### config.mk
export PLATFORM = sky130hd
export DESIGN_NAME = draw_sprite_flat
export DESIGN_NICKNAME = d
export VERILOG_FILES = /design/src/rtl/draw_sprite_if.sv /design/src/rtl/draw_sprite.sv /design/src/flat_wrapper.sv
export SDC_FILE = /design/constraint.sdc
export NUM_CORES = 1
export LEC_CHECK = 0
export ABC_AREA = 1
export CAP_MARGIN = 20
export CELL_PAD_IN_SITES_DETAIL_PLACEMENT = 2
export CELL_PAD_IN_SITES_GLOBAL_PLACEMENT = 2
export CORE_MARGIN = 5
export CORE_UTILIZATION = 29
export DETAILED_ROUTE_END_ITERATION = 10
export MAX_ROUTING_LAYER = met4
export PLACE_DENSITY_LB_ADDON = 0.15
export SETUP_SLACK_MARGIN = 0.5
export SYNTH_ARGS = -nofsm -noshare
export SYNTH_HDL_FRONTEND = slang
export SYNTH_SLANG_ARGS = --single-unit
### constraint.sdc
create_clock -name clk60MHz -period 4.3 [get_ports clk60MHz]
set_input_delay 0.645 -clock clk60MHz [delete_from_list [all_inputs] [get_ports clk60MHz]]
set_output_delay 0.645 -clock clk60MHz [all_outputs]
set_load 0.02 [all_outputs]
### src/rtl/draw_sprite_if.sv
// VGA timing + colour bundle passed between draw stages of the video pipeline.
interface vga_if;
    logic [10:0] vcount;
    logic [10:0] hcount;
    logic        vsync;
    logic        hsync;
    logic        vblnk;
    logic        hblnk;
    logic [11:0] rgb;

    modport in  (input  vcount, hcount, vsync, hsync, vblnk, hblnk, rgb);
    modport out (output vcount, hcount, vsync, hsync, vblnk, hblnk, rgb);
endinterface

### src/rtl/draw_sprite.sv
// Sprite overlay stage: ROM-backed sprite at a frame-latched position with colour-key
// transparency, horizontal mirroring and frame animation; 2-cycle pass-through latency.
module draw_sprite #(
    parameter int          SPRITE_W    = 64,
    parameter int          SPRITE_H    = 64,
    parameter int          FRAMES      = 4,
    parameter int          FRAME_TICKS = 8,
    parameter logic [11:0] KEY_COLOR   = 12'hF0F,
    localparam int CW  = $clog2(SPRITE_W),
    localparam int RW  = $clog2(SPRITE_H),
    localparam int FA  = $clog2(FRAMES),
    localparam int FIW = (FA < 1) ? 1 : FA,
    localparam int AW  = FA + RW + CW,
    localparam int TW  = (FRAME_TICKS > 1) ? $clog2(FRAME_TICKS) : 1
) (
    input  logic           clk60MHz,
    input  logic           rst_n,
    input  logic [10:0]    xpos,
    input  logic [10:0]    ypos,
    input  logic           mirror,
    input  logic           visible,
    input  logic           anim_en,
    input  logic [11:0]    rgb_pixel,
    output logic [AW-1:0]  pixel_addr,
    output logic [FIW-1:0] frame_idx,
    vga_if.in              in,
    vga_if.out             out
);

    logic [10:0]    x_l_q, x_l_d;
    logic [10:0]    y_l_q, y_l_d;
    logic           mir_l_q, mir_l_d;
    logic           vis_l_q, vis_l_d;
    logic [TW-1:0]  tick_q, tick_d;
    logic [FIW-1:0] frame_q, frame_d;

    logic [10:0] vcount1_q, hcount1_q;
    logic        vsync1_q, hsync1_q, vblnk1_q, hblnk1_q;
    logic [11:0] rgb1_q;
    logic        hit1_q;

    logic        frame_start;
    logic [11:0] h12, v12, x12, y12, x_end, y_end;
    logic        hit0;
    logic [CW-1:0] col_dx, col;
    logic [RW-1:0] row;

    assign frame_start = (in.vcount == 11'd0) && (in.hcount == 11'd0);

    // The _d values equal _q except on the F cycle, so the F pixel already sees the new state.
    always_comb begin
        x_l_d   = x_l_q;
        y_l_d   = y_l_q;
        mir_l_d = mir_l_q;
        vis_l_d = vis_l_q;
        tick_d  = tick_q;
        frame_d = frame_q;
        if (frame_start) begin
            x_l_d   = xpos;
            y_l_d   = ypos;
            mir_l_d = mirror;
            vis_l_d = visible;
            if (anim_en) begin
                if (tick_q == TW'(FRAME_TICKS - 1)) begin
                    tick_d  = '0;
                    frame_d = (FRAMES == 1) ? '0 : frame_q + FIW'(1);
                end else begin
                    tick_d  = tick_q + TW'(1);
                end
            end
        end
    end

    assign h12   = {1'b0, in.hcount};
    assign v12   = {1'b0, in.vcount};
    assign x12   = {1'b0, x_l_d};
    assign y12   = {1'b0, y_l_d};
    assign x_end = x12 + 12'(SPRITE_W);
    assign y_end = y12 + 12'(SPRITE_H);

    assign hit0 = vis_l_d && !in.hblnk && !in.vblnk &&
                  (h12 >= x12) && (h12 < x_end) &&
                  (v12 >= y12) && (v12 < y_end);

    // SPRITE_W-1-dx over CW bits is simply the bitwise inverse of dx.
    assign col_dx = in.hcount[CW-1:0] - x_l_d[CW-1:0];
    assign col    = mir_l_d ? ~col_dx : col_dx;
    assign row    = in.vcount[RW-1:0] - y_l_d[RW-1:0];

    generate
        if (FA > 0) begin : g_anim
            assign pixel_addr = {frame_d[FA-1:0], row, col};
        end else begin : g_still
            assign pixel_addr = {row, col};
        end
    endgenerate

    assign frame_idx = frame_q;

    always_ff @(posedge clk60MHz or negedge rst_n) begin
        if (!rst_n) begin
            x_l_q      <= '0;
            y_l_q      <= '0;
            mir_l_q    <= 1'b0;
            vis_l_q    <= 1'b0;
            tick_q     <= '0;
            frame_q    <= '0;
            vcount1_q  <= '0;
            hcount1_q  <= '0;
            vsync1_q   <= 1'b0;
            hsync1_q   <= 1'b0;
            vblnk1_q   <= 1'b0;
            hblnk1_q   <= 1'b0;
            rgb1_q     <= '0;
            hit1_q     <= 1'b0;
            out.vcount <= '0;
            out.hcount <= '0;
            out.vsync  <= 1'b0;
            out.hsync  <= 1'b0;
            out.vblnk  <= 1'b0;
            out.hblnk  <= 1'b0;
            out.rgb    <= '0;
        end else begin
            x_l_q      <= x_l_d;
            y_l_q      <= y_l_d;
            mir_l_q    <= mir_l_d;
            vis_l_q    <= vis_l_d;
            tick_q     <= tick_d;
            frame_q    <= frame_d;
            vcount1_q  <= in.vcount;
            hcount1_q  <= in.hcount;
            vsync1_q   <= in.vsync;
            hsync1_q   <= in.hsync;
            vblnk1_q   <= in.vblnk;
            hblnk1_q   <= in.hblnk;
            rgb1_q     <= in.rgb;
            hit1_q     <= hit0;
            out.vcount <= vcount1_q;
            out.hcount <= hcount1_q;
            out.vsync  <= vsync1_q;
            out.hsync  <= hsync1_q;
            out.vblnk  <= vblnk1_q;
            out.hblnk  <= hblnk1_q;
            out.rgb    <= (hit1_q && (rgb_pixel != KEY_COLOR)) ? rgb_pixel : rgb1_q;
        end
    end

endmodule

### src/flat_wrapper.sv
// flat-port wrapper written by rule: the top's interface ports become plain ports
module draw_sprite_flat 
#(
    parameter int          SPRITE_W    = 64,
    parameter int          SPRITE_H    = 64,
    parameter int          FRAMES      = 4,
    parameter int          FRAME_TICKS = 8,
    parameter logic [11:0] KEY_COLOR   = 12'hF0F,
    localparam int CW  = $clog2(SPRITE_W),
    localparam int RW  = $clog2(SPRITE_H),
    localparam int FA  = $clog2(FRAMES),
    localparam int FIW = (FA < 1) ? 1 : FA,
    localparam int AW  = FA + RW + CW,
    localparam int TW  = (FRAME_TICKS > 1) ? $clog2(FRAME_TICKS) : 1
)
  (clk60MHz, rst_n, xpos, ypos, mirror, visible, anim_en, rgb_pixel, pixel_addr, frame_idx, in_vcount, in_hcount, in_vsync, in_hsync, in_vblnk, in_hblnk, in_rgb, out_vcount, out_hcount, out_vsync, out_hsync, out_vblnk, out_hblnk, out_rgb);
  vga_if in_i ();
  vga_if out_i ();
  input  logic clk60MHz;
  input  logic rst_n;
  input  logic [10:0] xpos;
  input  logic [10:0] ypos;
  input  logic mirror;
  input  logic visible;
  input  logic anim_en;
  input  logic [11:0] rgb_pixel;
  output logic [AW-1:0] pixel_addr;
  output logic [FIW-1:0] frame_idx;
  input wire logic [$bits(in_i.vcount)-1:0] in_vcount;
  input wire logic [$bits(in_i.hcount)-1:0] in_hcount;
  input wire logic [$bits(in_i.vsync)-1:0] in_vsync;
  input wire logic [$bits(in_i.hsync)-1:0] in_hsync;
  input wire logic [$bits(in_i.vblnk)-1:0] in_vblnk;
  input wire logic [$bits(in_i.hblnk)-1:0] in_hblnk;
  input wire logic [$bits(in_i.rgb)-1:0] in_rgb;
  output wire logic [$bits(out_i.vcount)-1:0] out_vcount;
  output wire logic [$bits(out_i.hcount)-1:0] out_hcount;
  output wire logic [$bits(out_i.vsync)-1:0] out_vsync;
  output wire logic [$bits(out_i.hsync)-1:0] out_hsync;
  output wire logic [$bits(out_i.vblnk)-1:0] out_vblnk;
  output wire logic [$bits(out_i.hblnk)-1:0] out_hblnk;
  output wire logic [$bits(out_i.rgb)-1:0] out_rgb;
  assign in_i.vcount = in_vcount;
  assign in_i.hcount = in_hcount;
  assign in_i.vsync = in_vsync;
  assign in_i.hsync = in_hsync;
  assign in_i.vblnk = in_vblnk;
  assign in_i.hblnk = in_hblnk;
  assign in_i.rgb = in_rgb;
  assign out_vcount = out_i.vcount;
  assign out_hcount = out_i.hcount;
  assign out_vsync = out_i.vsync;
  assign out_hsync = out_i.hsync;
  assign out_vblnk = out_i.vblnk;
  assign out_hblnk = out_i.hblnk;
  assign out_rgb = out_i.rgb;
  draw_sprite #(.SPRITE_W(SPRITE_W), .SPRITE_H(SPRITE_H), .FRAMES(FRAMES), .FRAME_TICKS(FRAME_TICKS), .KEY_COLOR(KEY_COLOR)) u_core (.clk60MHz(clk60MHz), .rst_n(rst_n), .xpos(xpos), .ypos(ypos), .mirror(mirror), .visible(visible), .anim_en(anim_en), .rgb_pixel(rgb_pixel), .pixel_addr(pixel_addr), .frame_idx(frame_idx), .in(in_i), .out(out_i));
endmodule
### After elaboration in Yosys (flattened, before gate mapping)

Index checks and enable logic that the tools add are counted.

| word-level totals | value |
|---|---|
| register bits | 106 |
| logic and storage cells | 57 |
| output and inout port bits | 54 |
| bits of input ports | 77 |

| operators by class | value |
|---|---|
| eq/ne operators | 2 |
| muxes and demuxes | 10 |
| add/subtract/negate cells | 6 |
| order comparisons | 4 |
| reductions and logical operators | 13 |
| bitwise logic cells | 1 |

Operator list:

| cell | number |
|---|---|
| $add 11x7->12 const B | 2 |
| $lt 11x12->1 | 2 |
| $ge 11x11->1 | 2 |
| $logic_not 11->1 | 2 |
| $mux 11 | 2 |
| $mux 12 | 1 |
| $ne 12x12->1 const B | 1 |
| $sub 6x6->6 | 2 |
| $logic_and 1x1->1 | 8 |
| $mux 2 | 3 |
| $mux 6 | 1 |
| $not 6->6 | 1 |
| $add 3x1->3 const B | 1 |
| $eq 3x3->1 const B | 1 |
| $mux 3 | 1 |
| $add 2x1->2 const B | 1 |
| $logic_not 1->1 | 2 |
| $mux 1 | 2 |
| $reduce_and 2->1 | 1 |

### Longest topological paths before layout

Gate-level depths: netlist (run 1).

| depth | value |
|---|---|
| depth after elaboration | 9 |
| mapped depth | 22 |

### Least setup slack after synthesis (run 1)

No wires, ideal clock.

| timing path | value |
|---|---|
| path kind | input -> output |
| start | in in_vcount[1] |
| end | out pixel_addr[4] |
| cell stages on the path | 14 |
| setup slack | 0.611 ns |
| buffers on the path | 2 |
| data arrival time | 3.044 ns |
| cells stage by stage | inv_1 -> nand2_1 -> nor2_2 -> nand3_4 -> buf_6 -> clkinv_2 -> clkbuf_1 -> or2_2 -> o21ai_0 -> fa_1 -> a21oi_1 -> o21bai_1 -> xnor2_1 -> xnor2_1 |

| between the ends | value |
|---|---|
| longest elaborated chain between the ends | 6 |

RTL lines:

| item | RTL line | text |
|---|---|---|
| from (decl) | flat_wrapper.sv:29 | `input wire logic [$bits(in_i.vcount)-1:0] in_vcount;` |
| $logic_not 11->1 (*) | draw_sprite.sv:48 | `assign frame_start = (in.vcount == 11'd0) && (in.hcount == 11'd0);` |
| $logic_and 1x1->1 (*) | draw_sprite.sv:48 |  |
| $mux 11 | draw_sprite.sv:58 | `if (frame_start) begin` |
| $sub 6x6->6 | draw_sprite.sv:86 | `assign col_dx = in.hcount[CW-1:0] - x_l_d[CW-1:0];` |
| $not 6->6 | draw_sprite.sv:87 | `assign col = mir_l_d ? ~col_dx : col_dx;` |
| $mux 6 (*) | draw_sprite.sv:87 |  |
| to (decl) | flat_wrapper.sv:27 | `output logic [AW-1:0] pixel_addr;` |

Every way passes the cells marked *; elsewhere a longest branch is shown, timed or not.

### Worst setup path in the final report (run 1)

| timing path | value |
|---|---|
| start | in in_vcount[3] |
| end | out pixel_addr[9] |

| between the ends | value |
|---|---|
| longest elaborated chain between the ends | 4 |

RTL lines:

| item | RTL line | text |
|---|---|---|
| $logic_not 11->1 | draw_sprite.sv:48 |  |
| $logic_and 1x1->1 | draw_sprite.sv:48 |  |
| $mux 11 | draw_sprite.sv:58 |  |
| $sub 6x6->6 (*) | draw_sprite.sv:88 | `assign row = in.vcount[RW-1:0] - y_l_d[RW-1:0];` |

Marks and branches as above.

==> metrics.md, run 1 <==
| Metric | Value |
|---|---|
| Outcome | `finished clean` |
| Fin. max-slew vios | `0` |
| Post-synth top area share | `0.566` |
| Final Util | `0.451` |
| Initial Utilization | `0.295` |
| Placed cell areas | `0.00666 mm²` |
| Core ar. | `0.0159 mm²` |
| Worst VDD drop | `192 µV` |
| Initial antenna violation count | `0` |
| Most used cell, CP | `buf_4` |
| First-pass GRT wire length | `24.8 mm` |
| Clock-pin slew on the worst setup and hold paths | `0.07 ns` |
| Net count after synthesis | `573` |
| DRC errors left | `0` |
| CTS tree | `yes` |
| # port buffers | `130` |
| Synth cell types | `34` |
| Reg2Reg Depth | `20` |
| Horiz. Die Dim | `137 µm` |
| Post-DRT Antenna Nets | `0` |
| Final Non-Filler Cells | `891` |
| Final instance area | `0.00716 mm²` |
| Pleak | `3.57 nW` |
| Chip Height | `137 µm` |
| Reg2reg setup slack | `1.47 ns` |
| Vias in the first global route | `4603` |
| Net count, final | `782` |
| Clock Path Buffers | `2` |
| Pwr Density | `301 mW/mm²` |
| Clock share of power | `0.369` |
| Crit-path cells | `dlygate4sd2_1 -> nor2_2 -> nand2_2 -> nor2_4 -> nand3_4 -> buf_6 -> buf_4 -> o21ai_1 -> ha_1 -> nand2_1 -> nor2_1 -> a211oi_2 -> buf_4 -> xnor2_1 -> buf_4` |
| H-tree Lvls | `3` |
| Worst Path Buf+Inv | `5` |
| Slowest stage cell, crit path | `ha_1` |
| Syn. warnings | `0` |
| Post-synthesis sequential area ratio | `0.566` |
| RSZ-0062 raised after global routing | `false` |
| Hold Vio Cnt, Final | `0` |
| Routed WL | `15.9 mm` |
| Top cells by area, synth | `dfrtp_1 57%, ha_1 8.8%, nand2_1 7.1%, inv_1 5.6%, o21ai_0 2.8%` |
| Final Setup Violations | `0` |
| CP Launch Type | `primary input` |
| FF-to-FF Start | `u_core.x_l_q[0]` |
| Critical path class | `primary input to output pin` |
| Flops & latches, synth | `106` |
| DRT iter0 DRCs | `92` |
| Fillers | `1716` |
| Post-Syn Instances | `461` |
| Arrival time of the worst setup path | `3.08 ns` |
| Final Critical Period | `3.72 ns` |
| Synth-to-Final Area Change | `52.8%` |
| ANT cells | `0` |
| Hold WS | `0.341 ns` |
| Post-DP HPWL | `12.1 mm` |
| Sequential Power Share | `0.483` |
| Period utilization | `0.866` |
| Max-slew headroom | `0.513` |
| GP Congestion | `0.830` |
| GRT Overall Usage | `0.178` |
| Post-Place Cells | `858` |
| DRT Pass-1 Iters | `4` |
| Global route overflow | `0` |
| CTS Buf Count | `9` |
| Post-cts hold buffer count | `0` |
| Total number of vias | `3924` |
| Root Buffer | `clkbuf_16` |
| Syn avg cell area | `10.2 µm²` |
| Crit path required time | `3.65 ns` |
| Hold WC Path Type | `primary input to asynchronous set/reset pin` |
| Max Cap Viol | `0` |
| Cell Area, Synth | `0.00469 mm²` |
| Worst Skew | `0.00338 ns` |
| Largest net degree at the start of global routing | `57` |
| # clock sinks | `106` |
| Crit path max fanout | `5` |
| # IOs | `131` |
| Post-DR wirelength/cell | `17.8 µm` |
| Via density | `4.40` |
| Worst slew pin tran | `0.730 ns` |
| Die area | `0.0188 mm²` |
| Internal power | `0.00160 W` |
| Setup crit end kind | `output pin` |
| NetSw | `0.000555 W` |
| Clk_lat worst skew | `0.36 ns` |
| Total power | `0.00216 W` |
| Largest area contributor in the netlist | `dfrtp_1` |
| Worst R2R End | `u_core.hit1_q` |
| Fmax | `268 MHz` |
| Slowest stage delay, CP | `0.29 ns` |
| Gate power share | `0.147` |
| Row count | `46` |
| Share of layout cells above drive strength 1 | `0.230` |
| Delay-heaviest family, CP | `buffers and inverters` |
| Switching Fraction | `0.257` |
-- cell type report --
class	instances	area [µm²]	share of cell area
flip-flops and latches	106	2650	0.370
clock buffers	11	243	0.0339
repair buffers	204	1820	0.255
multi-input cells	277	1860	0.259
clock inverters	5	37.5	0.00524
well taps	216	270	0.0377
inverters	72	275	0.0384
-- layout by cell type, fill, tap and decap left out, types with 3 or more instances in the layout --
cell type	count
o21ai_2	5
or2_2	8
nand3_1	13
buf_6	3
nand2_2	13
clkbuf_16	9
dfrtp_1	106
xor2_1	13
nand2_1	83
ha_1	31
nor2_4	8
inv_1	69
clkdlybuf4s50_1	97
o21ai_0	16
o21ai_1	9
buf_4	77
nor2_1	19
nand4_1	7
a21oi_1	12
nor2_2	8
a21oi_2	3
dlygate4sd2_1	20
xnor2_1	9
-- metal layers --
layer,up-vias,wire length [µm],GRT usage
met2,81,8280,0.319
met1,1961,6800,0.203
met3,12,599,0.0393
met4,0,191,0.0432
li1,1870,-,-
met5,-,0,-
-- synthesized netlist by cell type, drive strengths merged --
| library cell | instances |
|---|---|
| dfrtp | 106 |
| nand2 | 98 |
| inv | 71 |
| nor2 | 35 |
| ha | 33 |
| o21ai | 30 |
| a21oi | 15 |
| nand3 | 14 |
| xor2 | 13 |
| xnor2 | 9 |
| or2 | 8 |
| nand4 | 7 |
| clkbuf | 4 |
| a211oi | 2 |
| buf | 2 |
| fa | 2 |
| nor4 | 2 |
| o21bai | 2 |
| a21o | 1 |
| clkinv | 1 |
| nand3b | 1 |
| nor3b | 1 |
| o2111ai | 1 |
| o211ai | 1 |
| o21a | 1 |
| o41ai | 1 |
-- how the worst max path moves through the flow --
stage,from,slack [ns],cells after the start,end
after global placement,in_hcount[8],-0.11,13,pixel_addr[5]
after detailed placement,in_hcount[3],-0.28,13,pixel_addr[5]
after floorplan,in_vcount[1],0.61,14,pixel_addr[4]
after CTS,in_vcount[0],0.44,15,pixel_addr[5]
after global routing,in_vcount[3],0.40,26,u_core.hit1_q
final,in_vcount[3],0.58,15,pixel_addr[9]
-- power groups by stage --
stage / combinational (W) / sequential, W / clock (W)
after floorplan: 0.0000716 / 0.00108 / 0
after global placement: 0.000305 / 0.00106 / 0
after detailed placement: 0.000312 / 0.00106 / 0
after CTS: 0.000315 / 0.00104 / 0.000825
after global routing: 0.000345 / 0.00105 / 0.000869
final: 0.000318 / 0.00104 / 0.000796
-- kinds of logic (layout without fill, tap and decap cells) --
kind of cell,count (synthesis),in the layout,share of synthesized area
AO/OA/AOI/OAI,54,54,0.0662
XOR/XNOR,22,22,0.0411
adder cells (fa/ha/maj),35,35,0.0967
buffers and inverters,78,292,0.0660
flip-flops,106,106,0.566
AND/OR/NAND/NOR,166,166,0.164
-- per-stage QoR --
stage | setup slack [ns] | setup TNS [ns]
2_1_floorplan | 0.611 | 0
3_3_place_gp | -0.111 | -0.362
3_5_place_dp | -0.284 | -1.38
4_1_cts | 0.441 | 0
5_1_grt | 0.404 | 0
6_report | 0.575 | 0
-- what timing repair did --
action                     in CTS  in global routing
setup buffers                  10                  6
cloned                          0                  0
pin swaps                      22                 20
resized for setup              89                 20
setup endpoints to repair      13                 11
hold endpoints to repair        0                  0
-- registers in the layout (all words and copies together) (netlist names), 2 cells and up --
name               count
u_core.hcount1_q      11
u_core.out.hcount     11
u_core.vcount1_q      11
u_core.out.rgb        12
u_core.rgb1_q         12
u_core.y_l_q          11
u_core.tick_q          3
u_core.out.vcount     11
u_core.frame_idx       2
u_core.x_l_q          11
No activity file was read; power rests on OpenSTA's default activity.
==> inputs of run 2 (changes only) <==
--- a/config.mk
+++ b/config.mk
@@ -14,7 +14,6 @@
 export DETAILED_ROUTE_END_ITERATION = 10
 export MAX_ROUTING_LAYER = met4
 export PLACE_DENSITY_LB_ADDON = 0.15
-export SETUP_SLACK_MARGIN = 0.5
 export SYNTH_ARGS = -nofsm -noshare
 export SYNTH_HDL_FRONTEND = slang
 export SYNTH_SLANG_ARGS = --single-unit
==> metrics.md, run 2 (synthesis gave the netlist of run 1 again) <==
| Metric | Value |
|---|---|
| Final Critical Period | `4.14 ns (+0.416 ns)` |
| Core ar. | `0.0159 mm² (unchanged)` |
| Total number of vias | `3844 (-2.0%)` |
| NetSw | `0.000540 W (-2.6%)` |
| Net count, final | `766 (-2.0%)` |
| Worst setup margin | `0.159 ns (-0.416 ns)` |
| Period utilization | `0.963 (+0.0968)` |
| Clk_lat worst skew | `0.35 ns (about the same)` |
| Die area | `0.0188 mm² (unchanged)` |
| Routed WL | `14.9 mm (-6.3%)` |
| DRC errors left | `0 (unchanged)` |
| Worst VDD drop | `186 µV (-3.2%)` |
| Largest net degree at the start of global routing | `57 (unchanged)` |
| Post-cts hold buffer count | `0 (unchanged)` |
| CTS tree | `yes` |
| FF-to-FF Start | `u_core.y_l_q[3]` |
| # clock sinks | `106 (unchanged)` |
| CTS Buf Count | `9 (unchanged)` |
| Sequential Power Share | `0.488 (+0.005)` |
| Post-DR wirelength/cell | `17.0 µm (-4.6%)` |
| Clock-pin slew on the worst setup and hold paths | `0.07 ns (about the same)` |
| H-tree Lvls | `3 (unchanged)` |
| Setup crit end kind | `output pin` |
| Initial antenna violation count | `0 (unchanged)` |
| Worst slew pin tran | `0.732 ns (+0.00203 ns)` |
| Multi-input gate area | `0.00175 mm² (-5.8%)` |
| Row count | `46 (unchanged)` |
| Max Cap Viol | `0 (unchanged)` |
| Hold WC Path Type | `primary input to asynchronous set/reset pin` |
| Internal power | `0.00160 W (-0.28%)` |
| Initial Utilization | `0.295 (unchanged)` |
| ANT cells | `0 (unchanged)` |
| Post-DRT Antenna Nets | `0 (unchanged)` |
| Critical path class | `primary input to output pin` |
| Seq. cell area | `0.00265 mm² (unchanged)` |
| Final Util | `0.437 (-0.0135)` |
| Max-slew headroom | `0.512 (-0.00135)` |
| Setup WS pre-CTS | `-0.284 ns (unchanged)` |
| Outcome | `finished clean` |
| Top flop regs | `u_core.out.rgb x12, u_core.rgb1_q x12` |
| Post-DP HPWL | `12.1 mm (unchanged)` |
| # IOs | `131 (unchanged)` |
| Hold Vio Cnt, Final | `0 (unchanged)` |
| DRT iter0 DRCs | `94 (+2.2%)` |
| Final Setup Violations | `0 (unchanged)` |
| Horiz. Die Dim | `137 µm (unchanged)` |
| First-pass GRT wire length | `23.6 mm (-4.9%)` |
| Share of layout cells above drive strength 1 | `0.168 (-0.0612)` |
| Fmax | `241 MHz (-10%)` |
| GRT Overall Usage | `0.168 (-0.00982)` |
| Worst Skew | `0.00307 ns (-0.000313 ns)` |
| CP Launch Type | `primary input` |
| RSZ-0062 raised after global routing | `false` |
| Vias in the first global route | `4450 (-3.3%)` |
| Fin. max-slew vios | `0 (unchanged)` |
| Final Non-Filler Cells | `875 (-1.8%)` |
| Pleak | `3.45 nW (-3.6%)` |
| Most common cell after layout, fill and taps aside | `clkdlybuf4s50_1` |
| Pwr Density | `308 mW/mm² (+2.2%)` |
| Chip Height | `137 µm (unchanged)` |
| Crit path launch | `in_hcount[8]` |
| # port buffers | `130 (unchanged)` |
| Total power | `0.00214 W (-0.89%)` |
| Arrival time of the worst setup path | `3.50 ns (+0.42 ns)` |
| Clock Path Buffers | `2 (unchanged)` |
| Clock share of power | `0.371 (+0.002)` |
| Root Buffer | `clkbuf_16` |
| Switching Fraction | `0.253 (-0.00456)` |
| Synth-to-Final Area Change | `48.2%` |
| Via density | `4.39 (-0.25%)` |
| Post-Place Cells | `858 (unchanged)` |
| Global route overflow | `0 (unchanged)` |
| Most frequent cells in the layout | `121 x clkdlybuf4s50_1, 106 x dfrtp_1, 89 x nand2_1, 70 x inv_1, 58 x buf_4` |
| Gate power share | `0.142 (-0.005)` |
| Crit path max fanout | `6 (+1)` |
| GP Congestion | `0.830 (unchanged)` |
| Fillers | `1730 (+0.82%)` |
| Reg2Reg Depth | `15 (-25%)` |
| Fin Setup TNS | `0 ns (unchanged)` |
| DRT Pass-1 Iters | `4 (unchanged)` |
| Crit path required time | `3.65 ns (about the same)` |
-- run 2: power groups by stage --
stage	combinational [W]	sequential [W]	clock, W
after floorplan	0.0000716	0.00108	0
after global placement	0.000305	0.00106	0
after detailed placement	0.000312	0.00106	0
after CTS	0.000310	0.00104	0.000825
after global routing	0.000329	0.00105	0.000866
final	0.000303	0.00104	0.000793
-- run 2: worst paths after layout --
kind                                   endpoint  slack (ns)
max in group asynchronous   u_core.vcount1_q[4]        2.99
hold / removal              u_core.frame_idx[0]        0.35
hold reg to reg            u_core.out.hcount[6]        0.35
setup / recovery                  pixel_addr[1]        0.16
setup reg to reg                  u_core.hit1_q        1.80
min in group clk60MHz      u_core.out.hcount[6]        0.35
-- run 2: metrics by stage --
step	area (µm²)	hold WS, ns
CTS	6940	0.353
global placement	6660	0.333
detailed placement	6660	0.338
floorplan	4690	0.331
finish	6940	0.349
global route	6940	0.359
-- run 2: layout make-up --
type / instances / share of cell area
multi-input cells: 277 / 0.252
repair buffers: 188 / 0.248
well taps: 216 / 0.0389
clock buffers: 11 / 0.0350
inverters: 72 / 0.0391
clock inverters: 5 / 0.00541
flip-flops and latches: 106 / 0.382
-- run 2: what timing repair did --
| action | in CTS | in global routing |
|---|---|---|
| setup endpoints to repair | 7 | 8 |
| setup buffers | 0 | 0 |
| endpoints found under the hold margin | 0 | 0 |
| gates resized for setup | 10 | 11 |
| cloned | 0 | 0 |
-- run 2: critical path, cell delays in order --
cell and delay [ns]:
clkdlybuf4s50_1 0.43, nor2_1 0.22, nand2_1 0.13, nor2_4 0.15
nand3_4 0.12, buf_4 0.18, nand2_1 0.05, nand2_1 0.07
ha_1 0.18, inv_1 0.10, fa_1 0.43, xor2_1 0.17
clkdlybuf4s50_1 0.63
-- run 2: per-layer routing --
metal  wire length, µm  vias up  track usage
met2              7640       82        0.298
met4               143        0       0.0355
met1              6480     1912        0.196
met3               604        9       0.0382
li1                  -     1841            -
met5                 0        -            -
